$ cat src/rtl/ifetch_pkg.sv
// Shared types and constants for the instruction-fetch sequencer.
package ifetch_pkg;

  localparam logic [31:0] HALT_INSTR_DEF = 32'hffff_ffff;
  localparam logic [31:0] PC_INC         = 32'd4;

  typedef enum logic {
    FETCH = 1'b0,
    HALT  = 1'b1
  } fetch_state_e;

  // Instruction presented to decode together with its byte PC
  typedef struct packed {
    logic [31:0] pc;
    logic [31:0] instr;
  } fetch_pkt_t;

endpackage

$ cat src/rtl/ifetch_ctrl_if.sv
// Bundle of ROM, decode, redirect and debug signals around the fetch sequencer.
interface ifetch_ctrl_if #(
  parameter int unsigned ADDR_W = 5
);

  logic [ADDR_W-1:0] rom_addr;
  logic [31:0]       rom_instr;
  logic              if_valid;
  logic              if_ready;
  logic [31:0]       if_pc;
  logic [31:0]       if_instr;
  logic              redirect_valid;
  logic [31:0]       redirect_pc;
  logic              stall;
  logic              halted;
  logic              fault;
  logic              dbg_req;
  logic [ADDR_W-1:0] dbg_addr;
  logic              dbg_gnt;
  logic              dbg_rvalid;
  logic [31:0]       dbg_rdata;

  modport master (
    output rom_addr, if_valid, if_pc, if_instr, halted, fault,
           dbg_gnt, dbg_rvalid, dbg_rdata,
    input  rom_instr, if_ready, redirect_valid, redirect_pc, stall,
           dbg_req, dbg_addr
  );

  modport slave (
    input  rom_addr, if_valid, if_pc, if_instr, halted, fault,
           dbg_gnt, dbg_rvalid, dbg_rdata,
    output rom_instr, if_ready, redirect_valid, redirect_pc, stall,
           dbg_req, dbg_addr
  );

endinterface

$ cat src/rtl/rom_port_arb.sv
// Two-requester arbiter for the single ROM read port: fetch normally wins,
// debug gets idle cycles and preempts fetch after MAXWAIT cycles of waiting.
module rom_port_arb #(
  parameter int unsigned MAXWAIT = 2
) (
  input  logic clk,
  input  logic rst,
  input  logic fetch_want,
  input  logic dbg_req,
  output logic fetch_go,
  output logic dbg_gnt,
  output logic sel_dbg
);

  localparam int unsigned CNT_W = (MAXWAIT < 1) ? 1 : $clog2(MAXWAIT + 1);

  logic [CNT_W-1:0] wait_cnt;
  logic             starved;

  assign starved = (wait_cnt >= CNT_W'(MAXWAIT));

  always_comb begin
    dbg_gnt  = !rst && dbg_req && (!fetch_want || starved);
    fetch_go = !rst && fetch_want && !dbg_gnt;
    sel_dbg  = dbg_gnt;
  end

  // Counts cycles a debug request has been denied; never passes MAXWAIT
  always_ff @(posedge clk) begin
    if (rst) begin
      wait_cnt <= '0;
    end else if (dbg_gnt) begin
      wait_cnt <= '0;
    end else if (dbg_req && !starved) begin
      wait_cnt <= wait_cnt + CNT_W'(1);
    end
  end

endmodule

$ cat src/rtl/ifetch_ctrl.sv
// Instruction-fetch sequencer: owns the PC, drives the ROM address, presents
// instructions through a registered valid/ready stage and detects halt/fault.
module ifetch_ctrl
  import ifetch_pkg::*;
#(
  parameter int unsigned ADDR_W      = 5,
  parameter logic [31:0] RESET_PC    = 32'h0,
  parameter logic [31:0] HALT_INSTR  = HALT_INSTR_DEF,
  parameter int unsigned DBG_MAXWAIT = 2
) (
  input  logic          clk,
  input  logic          rst,
  ifetch_ctrl_if.master bus
);

  fetch_state_e state_q, state_d;
  logic [31:0]  pc_q, pc_d;
  fetch_pkt_t   out_q, out_d;
  logic         valid_q, valid_d;
  logic         halted_q, halted_d;
  logic         fault_q, fault_d;
  logic         rvalid_q, rvalid_d;
  logic [31:0]  rdata_q, rdata_d;

  logic fetch_want;
  logic fetch_go;
  logic dbg_gnt;
  logic sel_dbg;
  logic pc_fault;

  assign pc_fault   = (pc_q[1:0] != 2'b00) || (pc_q[31:ADDR_W+2] != '0);
  assign fetch_want = (state_q == FETCH) && !bus.stall && !bus.redirect_valid &&
                      (!valid_q || bus.if_ready);

  rom_port_arb #(
    .MAXWAIT (DBG_MAXWAIT)
  ) u_arb (
    .clk        (clk),
    .rst        (rst),
    .fetch_want (fetch_want),
    .dbg_req    (bus.dbg_req),
    .fetch_go   (fetch_go),
    .dbg_gnt    (dbg_gnt),
    .sel_dbg    (sel_dbg)
  );

  // ROM address mux; reset shows the reset PC's word
  always_comb begin
    if (rst) begin
      bus.rom_addr = RESET_PC[ADDR_W+1:2];
    end else if (sel_dbg) begin
      bus.rom_addr = bus.dbg_addr;
    end else begin
      bus.rom_addr = pc_q[ADDR_W+1:2];
    end
  end

  // Next-state and next-output logic; redirect outranks everything but reset
  always_comb begin
    state_d  = state_q;
    pc_d     = pc_q;
    out_d    = out_q;
    valid_d  = valid_q;
    halted_d = halted_q;
    fault_d  = fault_q;
    rvalid_d = dbg_gnt;
    rdata_d  = dbg_gnt ? bus.rom_instr : rdata_q;

    if (bus.redirect_valid) begin
      state_d  = FETCH;
      pc_d     = bus.redirect_pc;
      valid_d  = 1'b0;
      halted_d = 1'b0;
      fault_d  = 1'b0;
    end else if (fetch_go) begin
      valid_d = 1'b0;
      if (pc_fault) begin
        state_d  = HALT;
        halted_d = 1'b1;
        fault_d  = 1'b1;
      end else if (bus.rom_instr == HALT_INSTR) begin
        state_d  = HALT;
        halted_d = 1'b1;
      end else begin
        valid_d = 1'b1;
        out_d   = '{pc: pc_q, instr: bus.rom_instr};
        pc_d    = pc_q + PC_INC;
      end
    end else if (valid_q && bus.if_ready) begin
      valid_d = 1'b0;
    end
  end

  always_ff @(posedge clk) begin
    if (rst) begin
      state_q  <= FETCH;
      pc_q     <= RESET_PC;
      out_q    <= '0;
      valid_q  <= 1'b0;
      halted_q <= 1'b0;
      fault_q  <= 1'b0;
      rvalid_q <= 1'b0;
      rdata_q  <= '0;
    end else begin
      state_q  <= state_d;
      pc_q     <= pc_d;
      out_q    <= out_d;
      valid_q  <= valid_d;
      halted_q <= halted_d;
      fault_q  <= fault_d;
      rvalid_q <= rvalid_d;
      rdata_q  <= rdata_d;
    end
  end

  assign bus.if_valid   = valid_q;
  assign bus.if_pc      = out_q.pc;
  assign bus.if_instr   = out_q.instr;
  assign bus.halted     = halted_q;
  assign bus.fault      = fault_q;
  assign bus.dbg_gnt    = dbg_gnt;
  assign bus.dbg_rvalid = rvalid_q;
  assign bus.dbg_rdata  = rdata_q;

endmodule

$ cat src/flat_wrapper.sv
// flat-port wrapper written by rule: the top's interface ports become plain ports
module ifetch_ctrl_flat import ifetch_pkg::*;
#(
  parameter int unsigned ADDR_W      = 5,
  parameter logic [31:0] RESET_PC    = 32'h0,
  parameter logic [31:0] HALT_INSTR  = HALT_INSTR_DEF,
  parameter int unsigned DBG_MAXWAIT = 2
)
  (clk, rst, bus_rom_addr, bus_if_valid, bus_if_pc, bus_if_instr, bus_halted, bus_fault, bus_dbg_gnt, bus_dbg_rvalid, bus_dbg_rdata, bus_rom_instr, bus_if_ready, bus_redirect_valid, bus_redirect_pc, bus_stall, bus_dbg_req, bus_dbg_addr);
  ifetch_ctrl_if #(.ADDR_W(ADDR_W)) bus_i ();
  input  logic clk;
  input  logic rst;
  output wire logic [$bits(bus_i.rom_addr)-1:0] bus_rom_addr;
  output wire logic [$bits(bus_i.if_valid)-1:0] bus_if_valid;
  output wire logic [$bits(bus_i.if_pc)-1:0] bus_if_pc;
  output wire logic [$bits(bus_i.if_instr)-1:0] bus_if_instr;
  output wire logic [$bits(bus_i.halted)-1:0] bus_halted;
  output wire logic [$bits(bus_i.fault)-1:0] bus_fault;
  output wire logic [$bits(bus_i.dbg_gnt)-1:0] bus_dbg_gnt;
  output wire logic [$bits(bus_i.dbg_rvalid)-1:0] bus_dbg_rvalid;
  output wire logic [$bits(bus_i.dbg_rdata)-1:0] bus_dbg_rdata;
  input wire logic [$bits(bus_i.rom_instr)-1:0] bus_rom_instr;
  input wire logic [$bits(bus_i.if_ready)-1:0] bus_if_ready;
  input wire logic [$bits(bus_i.redirect_valid)-1:0] bus_redirect_valid;
  input wire logic [$bits(bus_i.redirect_pc)-1:0] bus_redirect_pc;
  input wire logic [$bits(bus_i.stall)-1:0] bus_stall;
  input wire logic [$bits(bus_i.dbg_req)-1:0] bus_dbg_req;
  input wire logic [$bits(bus_i.dbg_addr)-1:0] bus_dbg_addr;
  assign bus_rom_addr = bus_i.rom_addr;
  assign bus_if_valid = bus_i.if_valid;
  assign bus_if_pc = bus_i.if_pc;
  assign bus_if_instr = bus_i.if_instr;
  assign bus_halted = bus_i.halted;
  assign bus_fault = bus_i.fault;
  assign bus_dbg_gnt = bus_i.dbg_gnt;
  assign bus_dbg_rvalid = bus_i.dbg_rvalid;
  assign bus_dbg_rdata = bus_i.dbg_rdata;
  assign bus_i.rom_instr = bus_rom_instr;
  assign bus_i.if_ready = bus_if_ready;
  assign bus_i.redirect_valid = bus_redirect_valid;
  assign bus_i.redirect_pc = bus_redirect_pc;
  assign bus_i.stall = bus_stall;
  assign bus_i.dbg_req = bus_dbg_req;
  assign bus_i.dbg_addr = bus_dbg_addr;
  ifetch_ctrl #(.ADDR_W(ADDR_W), .RESET_PC(RESET_PC), .HALT_INSTR(HALT_INSTR), .DBG_MAXWAIT(DBG_MAXWAIT)) u_core (.clk(clk), .rst(rst), .bus(bus_i));
endmodule
$ cat config.mk
export PLATFORM = sky130hd
export DESIGN_NAME = ifetch_ctrl_flat
export DESIGN_NICKNAME = d
export VERILOG_FILES = /design/src/rtl/ifetch_pkg.sv /design/src/rtl/ifetch_ctrl_if.sv /design/src/rtl/rom_port_arb.sv /design/src/rtl/ifetch_ctrl.sv /design/src/flat_wrapper.sv
export SDC_FILE = /design/constraint.sdc
export NUM_CORES = 1
export LEC_CHECK = 0
export CORE_MARGIN = 5
export CORE_UTILIZATION = 35
export DETAILED_ROUTE_END_ITERATION = 16
export GPL_ROUTABILITY_DRIVEN = 1
export MAX_ROUTING_LAYER = met4
export PLACE_DENSITY = 0.66
export SETUP_SLACK_MARGIN = 0.1
export SLEW_MARGIN = 20
export SYNTH_ARGS = -nofsm -noshare
export SYNTH_HDL_FRONTEND = slang
export SYNTH_SLANG_ARGS = --single-unit
$ cat constraint.sdc
create_clock -name clk -period 3.9 [get_ports clk]
set_input_delay 0.39 -clock clk [delete_from_list [all_inputs] [get_ports clk]]
set_output_delay 0.39 -clock clk [all_outputs]
set_load 0.03 [all_outputs]
==> results_dict.tcl <==
set metrics [dict create \
    fin_cells 917 \
    drt-total-wl_mm 14.7 \
    finalSetupViolations 0 \
    place_congestion 0.818 \
    postRouteAntennaNets 0 \
    post-route-drc-count 0 \
    cts_tree "yes" \
    cts_hold_buf 0 \
    end_kind "primary output" \
    clk_latency_ps 400 \
    core-area_um2 13900 \
    hold_violations 0 \
    cts.path.max_buffers 2 \
    syn_inst 559 \
    yosysTopAreaCellShare_pct 53.7 \
    port_buffers 180 \
    period_share_pct 79.5 \
    die_w_um 129 \
    n_antenna_cell 0 \
    post_drt_wl_per_cell_um 16.0 \
    syn_avg_cell_area_um2 8.94 \
    final_common_cell "clkdlybuf4s50_1" \
    final_cell_mix "clkdlybuf4s50_1 (178), dfxtp_1 (134), o21ai_0 (76)" \
    max_cap_violations 0 \
    fin_nets 801 \
    overflow 0 \
    synth_seq_cells 134 \
    io_pins 181 \
    synth_fp_nets 636 \
    ys_seq_area_share_pct 53.7 \
    grt_start_max_net_pins 78 \
    grt_pass1_wl_mm 23.0 \
    place_area_um2 6930 \
    worst_pin_slew_ps 900 \
    postCtsSetupRepairBufs 0 \
    place_hpwl_mm 10.4 \
    status "completed" \
    drt_iter0_drc 300 \
    cts_buffers 17 \
    num_rows 43 \
    vias 4532 \
    worstSetupPathType "flop to primary output" \
    r2r-start "u_core.pc_q[17]" \
    yosysTopAreaCell "dfxtp_1" \
    die-height_um 129 \
    ir_drop_v 0.000389 \
    cts_resized 0 \
    slew_viol_final 0 \
    ys_warn_count 0 \
    skew_ps 7.48 \
    p_per_area_nw_per_um2 459 \
    r2r_cells 6 \
    vias_per_cell 4.94 \
    fmax_mhz 323 \
    rsz0062_at_grt "no" \
    slew_headroom_pct 40.0 \
    dieArea_um2 16800 \
    dr.pass1.iters 4 \
    htreeDepth 4 \
    grtUsageTotal_pct 17.7 \
    drive_gt1_share_pct 6.11 \
    layout_min_cycle_time_ps 3100 \
    crit_required_ps 3510 \
    syn-cell-area_um2 5000 \
    dp_cells 885 \
    regToRegSetupSlack_ps 1430 \
    min_path_cells 1 \
    antenna_found_initial 0 \
    cts_root_buf "clkbuf_16" \
    grt_pass1_vias 4581 \
    design_area_um2 7560 \
    startpoint_type "flop" \
    holdCritStartpoint "u_core.bus.if_pc[12]" \
    clock-sinks 134 \
    area_growth_pct 51.3 \
    clk_pin_slew_ps 60 \
    startpoint "u_core.u_arb.wait_cnt[0]" \
    worstPathArrival_ps 2710 \
    worstPathMaxFanout 44 \
    p_leak_nw 2.76 \
    ys_top_cells_by_area "dfxtp_1 (54%), o21ai_0 (7.6%), mux2i_1 (5.2%), nand2b_1 (5.0%), a21oi_1 (4.3%)" \
    min_path_type "flop to flop" \
    start_util_pct 35.9 \
    ys_types 35 \
    setup_tns_ps 0 \
]
metal layers:
| metal | up-vias | routed length, um | GRT usage (%) |
|---|---|---|---|
| met5 | - | 0 | - |
| met2 | 156 | 7190 | 29.5 |
| met4 | 0 | 56 | 4.89 |
| li1 | 2252 | - | - |
| met1 | 2116 | 6270 | 20.9 |
| met3 | 8 | 1190 | 5.32 |
flip-flops by register name, indices dropped and copies added (netlist names):
register and count:
u_core.bus.dbg_rdata 32, u_core.bus.dbg_rvalid 1, u_core.bus.fault 1, u_core.bus.if_instr 32, u_core.bus.if_pc 32, u_core.bus.if_valid 1, u_core.pc_q 32, u_core.state_q 1
u_core.u_arb.wait_cnt 2
path summary, 6_finish.rpt:
check,end
setup / recovery,bus_rom_addr[1]
hold / removal,u_core.bus.if_pc[12]
setup reg to reg,u_core.pc_q[5]
hold reg to reg,u_core.bus.if_pc[12]
kinds of logic (layout without fill, tap and decap cells):
kind of cell / after synthesis / in the layout / synth area share, %
simple gates: 212 / 212 / 22.2
compound gates: 134 / 134 / 14.5
flops: 134 / 134 / 53.7
buf+inv: 51 / 229 / 3.96
mux: 26 / 26 / 5.21
fa+ha+maj: 2 / 2 / 0.501
where the power goes:
part / leakage, nW / total [mW] / switching (mW) / internal [mW]
combinational: 1.36 / 0.348 / 0.184 / 0.164
sequential: 1.09 / 1.44 / 0.0280 / 1.42
clock: 0.307 / 1.68 / 0.562 / 1.12
total: 2.76 / 3.47 / 0.774 / 2.70
worst max-delay path: stages (launching register included):
cell             delay (ps)
dfxtp_1                 330
inv_1                    60
ha_1                    200
nor3_1                  170
and3_1                  270
nor3b_2                  70
buf_4                   280
o21ai_0                 220
clkdlybuf4s50_1         700
stage by stage:
step                      util [%]  setup slack, ps  power, mW  hold WS, ps
after floorplan                  -             1460       1.64          449
after global placement        49.8              935       1.82          443
after detailed placement      49.8              901       1.82          446
after CTS                     54.3              760       3.51          460
after global routing          54.3              639       3.61          471
final                         54.3              801       3.47          457
layout make-up:
class	count	area, um^2
fill	1221	6370
sequential	134	2680
multi-input combinational	374	2130
timing repair buffer	190	1870
clock buffer	23	478
tap	180	225
clock inverter	9	148
inverter	7	26.3
Yosys cell counts:
| cell type | n |
|---|---|
| a2111oi_0 | 1 |
| a211o_1 | 1 |
| a211oi_2 | 1 |
| a21boi_0 | 2 |
| a21o_1 | 1 |
| a21oi_1 | 43 |
| a21oi_2 | 1 |
| a221oi_1 | 1 |
| a311oi_1 | 2 |
| a31oi_1 | 1 |
| and2_1 | 27 |
| and3_1 | 4 |
| and4_1 | 1 |
| buf_1 | 2 |
| buf_2 | 5 |
| clkbuf_1 | 37 |
| dfxtp_1 | 134 |
| ha_1 | 2 |
| inv_1 | 7 |
| mux2i_1 | 26 |
| nand2_1 | 39 |
| nand2b_1 | 40 |
| nand3_1 | 38 |
| nand3b_1 | 1 |
| nand4_1 | 11 |
| nor2_1 | 31 |
| nor2b_1 | 1 |
| nor3_1 | 6 |
| nor3b_1 | 2 |
| nor4_1 | 9 |
| nor4b_1 | 1 |
| o21a_1 | 1 |
| o21ai_0 | 76 |
| o31a_1 | 3 |
| or4b_1 | 1 |
Power figures use the tool's default switching activity.
